**src/rtl/multdiv_sequencer_pkg.sv**
```systemverilog
`default_nettype none
// ------------------------------------------------------------------
// multdiv_sequencer_pkg: decode constants, state encoding, helpers.
// Rev 1.0
// ------------------------------------------------------------------
package multdiv_sequencer_pkg;

  localparam logic [4:0] c_opcode_alu = 5'b00000;
  localparam logic [4:0] c_aluop_mult = 5'b00110;
  localparam logic [4:0] c_aluop_div  = 5'b00111;

  // $rstatus values execute uses when building setx for a faulting op
  localparam logic [31:0] c_rstatus_mult = 32'd4;
  localparam logic [31:0] c_rstatus_div  = 32'd5;

  typedef enum logic [1:0] {
    S_IDLE = 2'd0,
    S_BUSY = 2'd1,
    S_DONE = 2'd2
  } state_t;

  typedef enum logic [1:0] {
    MD_NONE = 2'd0,
    MD_MULT = 2'd1,
    MD_DIV  = 2'd2
  } md_kind_e;

  function automatic md_kind_e decode_md(input logic [4:0] opcode, input logic [4:0] aluop);
    md_kind_e kind;
    kind = MD_NONE;
    if (opcode == c_opcode_alu) begin
      if (aluop == c_aluop_mult)     kind = MD_MULT;
      else if (aluop == c_aluop_div) kind = MD_DIV;
    end
    return kind;
  endfunction

endpackage
`default_nettype wire

```
**src/rtl/multdiv_busy_counter.sv**
```systemverilog
`default_nettype none
// ------------------------------------------------------------------
// multdiv_busy_counter: busy-cycle counter, flags the last allowed cycle.
// Rev 1.0
// ------------------------------------------------------------------
module multdiv_busy_counter #(
  parameter int CNT_W = 6,
  parameter int LIMIT = 40
) (
  input  logic clk,
  input  logic rst,
  input  logic i_clear,
  input  logic i_enable,
  output logic o_at_limit
);

  logic [CNT_W-1:0] r_count;

  always_ff @(posedge clk) begin
    if (rst)           r_count <= '0;
    else if (i_clear)  r_count <= '0;
    else if (i_enable) r_count <= r_count + 1'b1;
  end

  // Count starts at 0 on the first busy cycle, so LIMIT-1 marks the LIMIT-th one
  assign o_at_limit = (r_count == CNT_W'(LIMIT - 1));

endmodule
`default_nettype wire

```
**src/rtl/multdiv_sequencer.sv**
```systemverilog
`default_nettype none
// ------------------------------------------------------------------
// multdiv_sequencer: launches mult/div from D/X, stalls until completion.
// Rev 1.0
// ------------------------------------------------------------------
module multdiv_sequencer
  import multdiv_sequencer_pkg::*;
#(
  parameter int TIMEOUT = 40,
  parameter int CNT_W   = 6
) (
  input  logic        clock,
  input  logic        reset,
  input  logic [31:0] d_x_instruction,
  input  logic [31:0] operand_a,
  input  logic [31:0] operand_b,
  input  logic        flush,
  input  logic [31:0] md_result,
  input  logic        md_exception,
  input  logic        md_result_rdy,
  output logic        ctrlMULT,
  output logic        ctrlDIV,
  output logic [31:0] md_operand_a,
  output logic [31:0] md_operand_b,
  output logic        stall,
  output logic [31:0] result,
  output logic [4:0]  result_rd,
  output logic        result_valid,
  output logic        mult_exception,
  output logic        div_exception,
  output logic        timeout_error
);

  state_t      r_state;
  state_t      w_state_nxt;
  md_kind_e    w_kind;
  logic        w_launch;
  logic        w_busy;
  logic        w_finish;
  logic        w_at_limit;
  logic        w_unused_instr_bits;
  logic [31:0] r_opa;
  logic [31:0] r_opb;
  logic [4:0]  r_rd;
  logic        r_op_mult;
  logic [31:0] r_result;
  logic [4:0]  r_result_rd;
  logic        r_exc;
  logic        r_timeout;

  assign w_kind              = decode_md(d_x_instruction[31:27], d_x_instruction[6:2]);
  assign w_unused_instr_bits = ^{d_x_instruction[21:7], d_x_instruction[1:0]};
  assign w_busy              = (r_state == S_BUSY);
  assign w_launch            = (r_state == S_IDLE) && (w_kind != MD_NONE) && !flush && !reset;
  // flush beats a same-cycle completion; rdy beats a same-cycle timeout
  assign w_finish            = w_busy && !flush && (md_result_rdy || w_at_limit);

  always_ff @(posedge clock) begin
    if (reset) r_state <= S_IDLE;
    else       r_state <= w_state_nxt;
  end

  always_comb begin
    w_state_nxt  = r_state;
    ctrlMULT     = 1'b0;
    ctrlDIV      = 1'b0;
    stall        = 1'b0;
    result_valid = 1'b0;
    case (r_state)
      S_IDLE: begin
        if (w_launch) begin
          w_state_nxt = S_BUSY;
          stall       = 1'b1;
          ctrlMULT    = (w_kind == MD_MULT);
          ctrlDIV     = (w_kind == MD_DIV);
        end
      end
      S_BUSY: begin
        stall = 1'b1;
        if (flush)         w_state_nxt = S_IDLE;
        else if (w_finish) w_state_nxt = S_DONE;
      end
      S_DONE: begin
        w_state_nxt  = S_IDLE;
        result_valid = !reset;
      end
      default: w_state_nxt = S_IDLE;
    endcase
  end

  always_ff @(posedge clock) begin
    if (reset) begin
      r_opa       <= '0;
      r_opb       <= '0;
      r_rd        <= '0;
      r_op_mult   <= 1'b0;
      r_result    <= '0;
      r_result_rd <= '0;
      r_exc       <= 1'b0;
      r_timeout   <= 1'b0;
    end else begin
      if (w_launch) begin
        r_opa     <= operand_a;
        r_opb     <= operand_b;
        r_rd      <= d_x_instruction[26:22];
        r_op_mult <= (w_kind == MD_MULT);
      end
      if (w_finish) begin
        r_result    <= md_result_rdy ? md_result : '0;
        r_exc       <= md_result_rdy & md_exception;
        r_timeout   <= !md_result_rdy;
        r_result_rd <= r_rd;
      end
    end
  end

  multdiv_busy_counter #(
    .CNT_W (CNT_W),
    .LIMIT (TIMEOUT)
  ) u_busy_counter (
    .clk        (clock),
    .rst        (reset),
    .i_clear    (w_launch),
    .i_enable   (w_busy),
    .o_at_limit (w_at_limit)
  );

  assign md_operand_a   = r_opa;
  assign md_operand_b   = r_opb;
  assign result         = r_result;
  assign result_rd      = r_result_rd;
  assign mult_exception = result_valid & r_exc & r_op_mult;
  assign div_exception  = result_valid & r_exc & !r_op_mult;
  assign timeout_error  = result_valid & r_timeout;

endmodule
`default_nettype wire

```
**config.mk**
```make
export PLATFORM = sky130hd
export DESIGN_NAME = multdiv_sequencer
export DESIGN_NICKNAME = d
export VERILOG_FILES = /design/src/rtl/multdiv_sequencer_pkg.sv /design/src/rtl/multdiv_busy_counter.sv /design/src/rtl/multdiv_sequencer.sv
export SDC_FILE = /design/constraint.sdc
export NUM_CORES = 1
export LEC_CHECK = 0
export BUFFER_PORTS_ARGS = -buffer_cell sky130_fd_sc_hd__buf_4
export CELL_PAD_IN_SITES_DETAIL_PLACEMENT = 0
export CELL_PAD_IN_SITES_GLOBAL_PLACEMENT = 1
export CORE_AREA = 5 5 125 127
export CTS_CLUSTER_DIAMETER = 150
export DETAILED_ROUTE_END_ITERATION = 16
export DIE_AREA = 0 0 130 132
export PLACE_DENSITY = 0.95
export SLEW_MARGIN = 0
export SYNTH_ARGS = -nofsm -noshare
export SYNTH_HDL_FRONTEND = slang
export SYNTH_HIERARCHICAL = 1
export SYNTH_SLANG_ARGS = --single-unit
```
**constraint.sdc**
```tcl
create_clock -name clock -period 4.15 [get_ports clock]
set_input_delay 0.2075 -clock clock [delete_from_list [all_inputs] [get_ports clock]]
set_output_delay 0.2075 -clock clock [all_outputs]
set_load 0.01 [all_outputs]
```
==> impl_metrics.json <==
{
  "ctsResizeCount": 0,
  "crit_path_end_kind": "primary output",
  "dieArea_um2": 17200,
  "rsz0062_at_grt": "no",
  "final_nets": 865,
  "maxSlewViolCount": 0,
  "postCtsSetupRepairBufs": 0,
  "layout_worst_path_cycle_share_pct": 56.8,
  "synthTopCellsByArea": "dfxtp_1, nand2b_1, mux2i_1, a21oi_1, o21ai_0",
  "ant_nets": 0,
  "synth-seq-cells": 117,
  "rr_worst_depth": 5,
  "clock_sink_count": 117,
  "yosysWarnings": 6,
  "min_from": "d_x_instruction[2]",
  "place_congestion": 0.758,
  "r2r_start": "r_state[1]$_SDFFE_PP0P_",
  "synth-edff-count": 0,
  "crit_arrival_ns": 2.15,
  "portBuffers": 223,
  "dieWidth_um": 130,
  "cts.htree.levels": 4,
  "min_path_type": "input port to flop",
  "grt_start_max_net_pins": 93,
  "hold_viol_final": 0,
  "core_area_um2": 14300,
  "setup_viol": 0,
  "max_freq_ghz": 0.424,
  "ir_worst_vdd_uv": 263,
  "p_leak_nw": 2.98,
  "routedWlPerCell_um": 14.3,
  "startpoint_type": "flop",
  "grtUsageTotal_pct": 15.2,
  "root_buffer": "clkbuf_16",
  "finalPower_w": 0.00267,
  "async_reset_ff_share_pct": 0,
  "finClkSkew_ns": 0.00818,
  "power_density_nw_per_um2": 368,
  "drive_gt1_share_pct": 35.9,
  "routed_via_density": 4.62,
  "hold_buffers": 0,
  "yosys.cell_types.count": 33,
  "slowest_stage": "dfxtp_1",
  "drcViolationCount": 0,
  "dr_total_vias": 4281,
  "use_met3_pct": 5.51,
  "synth_fp_nets": 662,
  "clk_latency_ns": 0.41,
  "cp_data_required_time_ns": 3.94,
  "synth_top_cell_area_share_pct": 46.1,
  "grt.overflow.total": 0,
  "antenna_cells": 0,
  "syn_area_um2": 5080,
  "grt_pass1_vias": 4173,
  "worstSetupPathType": "flop to primary output",
  "rows": 44,
  "ys.flop_type": "dfxtp_1",
  "cp_cell_sequence": "nor4b_4 -> nand4_4 -> clkinv_8 -> and2_1 -> buf_4",
  "r2r_slack_ns": 2.34,
  "regToRegEndpoint": "u_busy_counter/r_count[5]$_SDFFE_PP0P_",
  "wl_mm": 13.2,
  "cts_tree": "built",
  "grt_busiest_layer": "met2",
  "holdPathEnd": "r_op_mult$_SDFFE_PP0P_",
  "clock_path_buffers": 2,
  "path_clk_slew_ns": 0.05,
  "fin_crit_ns": 2.36,
  "io_pins": 241,
  "hold_depth": 2,
  "cp_max_fo": 71,
  "yosysTopAreaCell": "dfxtp_1",
  "status": "complete, no violations",
  "first_iter_violations": 176,
  "grt_pass1_wl_mm": 20.8,
  "cts_buffers": 17,
  "max_slew_margin_pct": 43.4,
  "cap_violations": 0,
  "dr.pass1.iters": 4,
  "die_h_um": 132,
  "post-dp-hpwl_mm": 9.24,
  "final.setup.tns_ns": 0,
  "use_met1_pct": 17.9,
  "area_growth_pct": 43.2,
  "met2_usage_pct": 24.6,
  "ys_seq_area_share_pct": 46.1,
  "antenna_found_initial": 0,
  "start_util_pct": 35.5,
  "tightestPinTransition_ns": 0.846,
  "crit_path_max_incr_delay_ns": 0.40,
  "synth_cells": 528,
  "syn_avg_cell_area_um2": 9.62
}
-- stage by stage --
| stage | utilization [%] | instance area [µm²] | worst slack (ns) | hold slack [ns] | instances |
|---|---|---|---|---|---|
| final | 50.8 | 7280 | 1.79 | 0.0249 | 927 |
| after global routing | 50.8 | 7280 | 1.66 | 0.0144 | 927 |
| after CTS | 50.8 | 7280 | 1.79 | 0.0144 | 927 |
| after detailed placement | 46.8 | 6700 | 1.89 | 0.440 | 896 |
| after global placement | 46.8 | 6700 | 1.90 | 0.437 | 896 |
| after floorplan | - | 5080 | 2.51 | 0.302 | 528 |
-- worst max-delay path by stage --
stage                                 start                                     end  cells after the start
floorplan           r_state[1]$_SDFFE_PP0P_  u_busy_counter/r_count[0]$_SDFFE_PP0P_                      8
global placement                      reset  u_busy_counter/r_count[5]$_SDFFE_PP0P_                      6
detailed placement                    reset  u_busy_counter/r_count[5]$_SDFFE_PP0P_                      6
CTS                 r_state[1]$_SDFFE_PP0P_                                 ctrlDIV                      5
global route        r_state[1]$_SDFFE_PP0P_                                 ctrlDIV                      5
finish              r_state[1]$_SDFFE_PP0P_                                 ctrlDIV                      5
-- metal layers --
layer  up-vias  part of all wire [%]
li1       2156                     -
met1      1973                    42
met2       127                    48
met3        25                   6.2
met4         0                   3.3
met5         -                     0
-- cell families (layout without fill, tap and decap cells) --
group,Yosys count,count (layout),synth area share [%]
simple gates,211,211,24.7
flops,117,117,46.1
compound gates,81,81,7.98
mux,71,71,14.0
buf+inv,43,258,6.28
xor+xnor,4,4,0.690
fa+ha+maj,1,1,0.246
-- sequential cells by signal, summed over array words and instances, names as in the netlist --
name                    flops
md_operand_a               32
md_operand_b               32
r_exc                       1
r_op_mult                   1
r_rd                        5
r_state                     2
r_timeout                   1
result                     32
result_rd                   5
u_busy_counter/r_count      6
-- cell usage after synthesis (3+ instances only) --
cell	count
clkbuf_1	24
nand2_1	36
o21ai_0	39
nor2_1	11
nand2b_1	139
nand3_1	6
mux2i_1	71
a21oi_1	42
dfxtp_1	117
xor2_1	3
buf_2	7
buf_6	3
buf_12	7
-- worst max-delay path: cells and delay by family, from the launching register on --
kind / cells / cell delay, ns
flops: 1 / 0.40
simple gates: 3 / 0.78
buf+inv: 2 / 0.51
-- layout by cell type (no fill, tap or decap), types with 2 or more instances in the layout --
cell type,count
xor2_1,3
nor2_1,10
clkbuf_8,5
nand2_1,36
mux2i_1,71
a21oi_1,42
dfxtp_1,117
or2_2,2
nand2b_1,139
buf_4,225
nor3_1,2
nor3b_1,2
clkbuf_16,17
o21ai_0,39
nand3_1,6
clkinv_2,4
clkinvlp_4,2
-- cell type report --
cell class / instances / area, µm²
clock buffers: 23 / 498
clock inverters: 8 / 73.8
fillers: 1386 / 7040
inverters: 2 / 20.0
multi-input cells: 368 / 2420
flip-flops and latches: 117 / 2340
well taps: 184 / 230
repair buffers: 225 / 1690
-- power by group --
group / internal, W / switching, W
Combinational: 0.0000999 / 0.0000556
Sequential: 0.00112 / 0.000000152
Clock: 0.000895 / 0.000499
Power figures use the tool's default switching activity.
